`src/rtl/three_parallel_serializer_if.sv`:
```
// Block-in / sample-out bus of the 3-parallel output serializer.
// The master drives blocks and consumer ready; the slave is the serializer.
interface three_parallel_serializer_if #(
    parameter int DATA_W = 64,
    parameter int OUT_W  = 16
);
    logic                     in_valid;
    logic                     in_ready;
    logic signed [DATA_W-1:0] in_d1;
    logic signed [DATA_W-1:0] in_d2;
    logic signed [DATA_W-1:0] in_d3;
    logic                     out_valid;
    logic                     out_ready;
    logic signed [OUT_W-1:0]  out_data;
    logic [1:0]               out_phase;
    logic                     out_sat;
    logic [15:0]              sat_count;

    modport master (
        output in_valid, in_d1, in_d2, in_d3, out_ready,
        input  in_ready, out_valid, out_data, out_phase, out_sat, sat_count
    );

    modport slave (
        input  in_valid, in_d1, in_d2, in_d3, out_ready,
        output in_ready, out_valid, out_data, out_phase, out_sat, sat_count
    );
endinterface

```
`src/rtl/three_parallel_serializer.sv`:
```
// Buffers 3-lane filter result blocks in a small FIFO and emits them one
// sample per transfer in lane order, saturating each sample to OUT_W bits.
module three_parallel_serializer #(
    parameter int DATA_W = 64,
    parameter int OUT_W  = 16,
    parameter int DEPTH  = 4
) (
    input logic clk,
    input logic rst,
    three_parallel_serializer_if.slave bus
);
    localparam int PTR_W = $clog2(DEPTH);
    localparam int CNT_W = PTR_W + 1;

    localparam logic signed [DATA_W-1:0] SAT_MAX = {{(DATA_W-OUT_W+1){1'b0}}, {(OUT_W-1){1'b1}}};
    localparam logic signed [DATA_W-1:0] SAT_MIN = {{(DATA_W-OUT_W+1){1'b1}}, {(OUT_W-1){1'b0}}};

    typedef enum logic [1:0] {
        PH_L1 = 2'd0,
        PH_L2 = 2'd1,
        PH_L3 = 2'd2
    } phase_e;

    typedef struct packed {
        logic [DATA_W-1:0] d1;
        logic [DATA_W-1:0] d2;
        logic [DATA_W-1:0] d3;
    } block_t;

    block_t             mem_q [DEPTH];
    logic [PTR_W-1:0]   wr_ptr_q, wr_ptr_d;
    logic [PTR_W-1:0]   rd_ptr_q, rd_ptr_d;
    logic [CNT_W-1:0]   count_q, count_d;
    phase_e             phase_q, phase_d;
    logic [15:0]        sat_cnt_q, sat_cnt_d;

    logic                     in_ready;
    logic                     out_valid;
    logic                     push;
    logic                     xfer;
    logic                     pop;
    logic signed [DATA_W-1:0] lane_v;
    logic signed [OUT_W-1:0]  sat_v;
    logic                     sat_flag;

    // in_ready looks only at registered count, so no path from out_ready.
    assign in_ready  = (count_q != CNT_W'(DEPTH)) && rst;
    assign out_valid = (count_q != '0);
    assign push      = bus.in_valid && in_ready;
    assign xfer      = out_valid && bus.out_ready;
    assign pop       = xfer && (phase_q == PH_L3);

    always_comb begin
        lane_v = mem_q[rd_ptr_q].d1;
        case (phase_q)
            PH_L2:   lane_v = mem_q[rd_ptr_q].d2;
            PH_L3:   lane_v = mem_q[rd_ptr_q].d3;
            default: lane_v = mem_q[rd_ptr_q].d1;
        endcase

        sat_flag = 1'b1;
        if (lane_v > SAT_MAX) begin
            sat_v = SAT_MAX[OUT_W-1:0];
        end else if (lane_v < SAT_MIN) begin
            sat_v = SAT_MIN[OUT_W-1:0];
        end else begin
            sat_v    = lane_v[OUT_W-1:0];
            sat_flag = 1'b0;
        end
    end

    // NOTE: every variable gets a default first so this block can never infer a latch.
    always_comb begin
        wr_ptr_d  = wr_ptr_q;
        rd_ptr_d  = rd_ptr_q;
        count_d   = count_q;
        phase_d   = phase_q;
        sat_cnt_d = sat_cnt_q;

        if (push) wr_ptr_d = wr_ptr_q + PTR_W'(1);

        if (xfer) begin
            case (phase_q)
                PH_L1:   phase_d = PH_L2;
                PH_L2:   phase_d = PH_L3;
                default: phase_d = PH_L1;
            endcase
            if (sat_flag && (sat_cnt_q != 16'hFFFF)) sat_cnt_d = sat_cnt_q + 16'd1;
        end

        if (pop) rd_ptr_d = rd_ptr_q + PTR_W'(1);

        case ({push, pop})
            2'b10:   count_d = count_q + CNT_W'(1);
            2'b01:   count_d = count_q - CNT_W'(1);
            default: count_d = count_q;
        endcase
    end

    // NOTE: state registers use non-blocking assignments so every flop samples pre-edge values.
    always_ff @(posedge clk) begin
        if (!rst) begin
            wr_ptr_q  <= '0;
            rd_ptr_q  <= '0;
            count_q   <= '0;
            phase_q   <= PH_L1;
            sat_cnt_q <= '0;
        end else begin
            wr_ptr_q  <= wr_ptr_d;
            rd_ptr_q  <= rd_ptr_d;
            count_q   <= count_d;
            phase_q   <= phase_d;
            sat_cnt_q <= sat_cnt_d;
        end
    end

    // NOTE: block storage has no reset; stale entries are never visible because count gates out_valid.
    always_ff @(posedge clk) begin
        if (push) mem_q[wr_ptr_q] <= '{d1: bus.in_d1, d2: bus.in_d2, d3: bus.in_d3};
    end

    assign bus.in_ready  = in_ready;
    assign bus.out_valid = out_valid;
    assign bus.out_data  = out_valid ? sat_v : '0;
    assign bus.out_phase = out_valid ? phase_q : 2'd0;
    assign bus.out_sat   = out_valid && sat_flag;
    assign bus.sat_count = sat_cnt_q;
endmodule

```
`src/flat_wrapper.sv`:
```
// flat-port wrapper written by rule: the top's interface ports become plain ports
module three_parallel_serializer_flat 
#(
    parameter int DATA_W = 64,
    parameter int OUT_W  = 16,
    parameter int DEPTH  = 4
)
  (clk, rst, bus_in_valid, bus_in_d1, bus_in_d2, bus_in_d3, bus_out_ready, bus_in_ready, bus_out_valid, bus_out_data, bus_out_phase, bus_out_sat, bus_sat_count);
  three_parallel_serializer_if #(.DATA_W(DATA_W), .OUT_W(OUT_W)) bus_i ();
  input logic clk;
  input logic rst;
  input wire logic [$bits(bus_i.in_valid)-1:0] bus_in_valid;
  input wire logic [$bits(bus_i.in_d1)-1:0] bus_in_d1;
  input wire logic [$bits(bus_i.in_d2)-1:0] bus_in_d2;
  input wire logic [$bits(bus_i.in_d3)-1:0] bus_in_d3;
  input wire logic [$bits(bus_i.out_ready)-1:0] bus_out_ready;
  output wire logic [$bits(bus_i.in_ready)-1:0] bus_in_ready;
  output wire logic [$bits(bus_i.out_valid)-1:0] bus_out_valid;
  output wire logic [$bits(bus_i.out_data)-1:0] bus_out_data;
  output wire logic [$bits(bus_i.out_phase)-1:0] bus_out_phase;
  output wire logic [$bits(bus_i.out_sat)-1:0] bus_out_sat;
  output wire logic [$bits(bus_i.sat_count)-1:0] bus_sat_count;
  assign bus_i.in_valid = bus_in_valid;
  assign bus_i.in_d1 = bus_in_d1;
  assign bus_i.in_d2 = bus_in_d2;
  assign bus_i.in_d3 = bus_in_d3;
  assign bus_i.out_ready = bus_out_ready;
  assign bus_in_ready = bus_i.in_ready;
  assign bus_out_valid = bus_i.out_valid;
  assign bus_out_data = bus_i.out_data;
  assign bus_out_phase = bus_i.out_phase;
  assign bus_out_sat = bus_i.out_sat;
  assign bus_sat_count = bus_i.sat_count;
  three_parallel_serializer #(.DATA_W(DATA_W), .OUT_W(OUT_W), .DEPTH(DEPTH)) u_core (.clk(clk), .rst(rst), .bus(bus_i));
endmodule
```
`config.mk`:
```
export PLATFORM = sky130hd
export DESIGN_NAME = three_parallel_serializer_flat
export DESIGN_NICKNAME = d
export VERILOG_FILES = /design/src/rtl/three_parallel_serializer_if.sv /design/src/rtl/three_parallel_serializer.sv /design/src/flat_wrapper.sv
export SDC_FILE = /design/constraint.sdc
export NUM_CORES = 1
export LEC_CHECK = 0
export CELL_PAD_IN_SITES_DETAIL_PLACEMENT = 1
export CELL_PAD_IN_SITES_GLOBAL_PLACEMENT = 1
export CORE_MARGIN = 3
export CORE_UTILIZATION = 53
export CTS_BUF_LIST = sky130_fd_sc_hd__clkbuf_8
export DETAILED_ROUTE_END_ITERATION = 6
export PLACE_DENSITY_LB_ADDON = 0.1
export SLEW_MARGIN = 10
export SYNTH_ARGS = -nofsm -noshare
export SYNTH_HDL_FRONTEND = slang
export SYNTH_SLANG_ARGS = --single-unit
```
`constraint.sdc`:
```
create_clock -name clk -period 8.1 [get_ports clk]
set_input_delay 1.62 -clock clk [delete_from_list [all_inputs] [get_ports clk]]
set_output_delay 1.62 -clock clk [all_outputs]
set_load 0.01 [all_outputs]
```
==> impl_metrics.yaml <==
synthesis:
  synth_flop_cell: "edfxtp_1"
  syn_avg_cell_area_um2: 21.17
  async_flop_share_pct: 0
  synth_nets: 1656
  synthCells: 1449
  ys_ff_latch: 795
  synth_cell_types: 43
  syn_area_um2: 30670
  yosysWarnings: 0
  synth_edf_count: 768
  yosysSeqAreaShare_pct: 76.95
sta:
  setup_viol_count_final: 0
  rsz0062_at_grt: "no"
  period_share_pct: 96.33
  slew_headroom_pct: 18.69
  tns_ps: 0
  tightestPinTransition_ps: 1220
  clock_skew_ps: 32.90
  hold_viol_final: 0
  timing.fmax_ghz: 0.1282
  slew_violations: 0
  period_needed_ps: 7802
worst_setup_path:
  cp-end-kind: "output port"
  worstSetupPathDepth: 11
  critical_path.cell_chain: "inv_1 > ha_2 > inv_2 > a221oi_1 > nor4_1 > nand4_1 > nor4_1 > a41oi_2 > nor3_1 > o21a_1 > clkdlybuf4s50_1"
  cpMostUsedCell: "nor4_1"
  required_ps: 6480
  path_max_fanout: 43
  r2r_slack_ps: 2470
  crit_buf_inv: 3
  crit_slowest_cell: "inv_2"
  crit_family: "simple AND/OR/NAND/NOR gates"
  reg2reg_to: "u_core.bus.sat_count[8]"
  r2r-start: "u_core.phase_q[0]"
  cp.arrival_ps: 6180
  r2r_cells: 11
  startpoint_type: "register"
  slowest_delay_ps: 860
  worstSetupPathType: "reg2out"
clocking:
  clockRootBuffer: "clkbuf_8"
  clkLatencyLatePin_ps: 760
  tritoncts: "yes"
  cts_sinks: 795
  cts_buffer_depth: 3
  cts_resized: 0
  cts_buffers: 131
  post_cts_buffers: 0
  clk_pin_slew_ps: 60
  h-tree-depth: 4
  cts_hold_buf: 0
place:
  dp_hpwl_um: 41880
  dpl-instance-area_um2: 33860
  gp_congestion: 0.7680
  dp.cells: 2378
  io_buffers: 232
outcome:
  status: "completed"
global_route:
  grt_pass1_vias: 17020
  met2_usage_pct: 37.20
  grt-ovfl-total: 0
  grt_usage_pct: 23.88
  met1_usage_pct: 32.82
  grt_antenna_before_repair: 16
  busiest_layer: "met2"
  grt_pass1_wl_um: 105800
  grt_max_degree: 112
  use_met3_pct: 6.726
routing:
  vias_per_cell: 6.061
  drtIter0Drc: 1259
  drtAntennaViolNets: 0
  wl_um: 70740
  wl_per_cell_um: 27.12
  dr.pass1.iters: 5
  vias: 15810
  drc: 0
pwr:
  ir_worst_vdd_mv: 0.1472
  power_density_nw_per_um2: 227.5
  power.leakage_nw: 11.32
  total_power_w: 0.008227
die:
  rows: 87
  fp.dieArea_um2: 60790
  coreArea_um2: 56820
  die_y_um: 246.6
  die_w_um: 246.6
  start_util_pct: 53.98
  io_pins: 233
finish:
  fin_util_pct: 63.63
  stdcell_area_um2: 36160
  drive_gt1_share_pct: 21.24
  regArea_um2: 23610
  nFillCells: 4718
  area_delta_synth_final_pct: 17.88
  layout_common_cells: "edfxtp_1, clkdlybuf4s50_1, mux4_2"
  final_common_cell: "edfxtp_1"
  stdcell_count: 2608
  multi_input_area_um2: 6655
  nets: 1962
worst_hold_path:
  hold_end: "u_core.bus.sat_count[11]"
  min_path_type: "reg2reg"
  holdPathStages: 2
  worstHoldStart: "u_core.bus.sat_count[11]"
flow_run:
  drv_cap: 0
[sequential cells by signal, summed over array words and instances (netlist names), named ones only]
name / cells
u_core.rd_ptr_q: 2
u_core.phase_q: 2
u_core.wr_ptr_q: 2
u_core.bus.sat_count: 16
u_core.mem_q: 768
u_core.count_q: 3
[layout make-up]
type | count | area share (%)
timing repair buffer | 255 | 7.212
sequential | 795 | 65.30
clock inverter | 85 | 1.021
inverter | 11 | 0.1142
clock buffer | 139 | 5.291
tap | 756 | 2.616
multi-input combinational | 561 | 18.41
antenna | 6 | 0.04153
[per-layer routing]
metal,up-vias,part of all wire [%]
met5,-,0.20
met4,20,2.3
met3,130,7.4
met2,578,49
met1,8331,41
li1,6747,-
[power breakdown]
part	switching [W]	internal (W)	leakage, nW
clock network	0.00149	0.00160	1.36
registers	0.0000254	0.00462	7.20
logic	0.000279	0.000208	2.77
total	0.00179	0.00643	11.3
[worst register-to-register path: cells and delay by family (launching register included)]
family                     cells  cell delay [ps]
AOI/OAI and AO/OA              4             1860
adders and majority gates      1              310
buffers and inverters          2              990
DFF                            1              440
and+or+nand+nor                4             1880
[how the worst max path moves through the flow]
stage | startpoint | end | slack, ps
2_1_floorplan | rst | u_core.mem_q[0][0] | 930
3_3_place_gp | u_core.phase_q[0] | bus_out_data[8] | 1360
3_5_place_dp | u_core.phase_q[0] | bus_out_data[8] | 1180
4_1_cts | u_core.phase_q[0] | bus_out_data[8] | 350
5_1_grt | u_core.phase_q[0] | bus_out_data[3] | 100
6_report | u_core.phase_q[0] | bus_out_data[0] | 300
[cell families (layout without fill, tap and decap cells)]
logic type | Yosys count | count (layout) | share of synthesized area, %
and+or+nand+nor | 226 | 226 | 3.643
DFF | 795 | 795 | 76.95
AOI/OAI and AO/OA | 125 | 125 | 3.121
adders and majority gates | 11 | 11 | 0.4732
xor gates and xnor gates | 5 | 5 | 0.1428
buffers and inverters | 93 | 490 | 1.505
muxes | 194 | 194 | 14.16
other | 0 | 6 | 0
[cells in the mapped netlist (14+ instances only)]
master	instances	area (um^2)
buf_2	15	75.07
nand3_1	14	70.07
clkbuf_1	39	146.4
dfxtp_1	27	540.5
nand2_1	17	63.81
nor3_1	15	75.07
edfxtp_1	768	23060
o21a_1	16	120.1
nor2_1	96	360.4
a21oi_1	17	85.08
a221oi_1	62	543.0
nor4_1	19	118.9
mux4_2	192	4324
[stage by stage]
stage	setup slack (ps)	hold slack, ps
3_3_place_gp	1360	473.9
6_report	297.5	493.5
4_1_cts	347.0	498.0
2_1_floorplan	933.4	461.4
5_1_grt	99.58	531.0
3_5_place_dp	1178	490.5
Note: power is estimated with default switching activity, not from simulation.
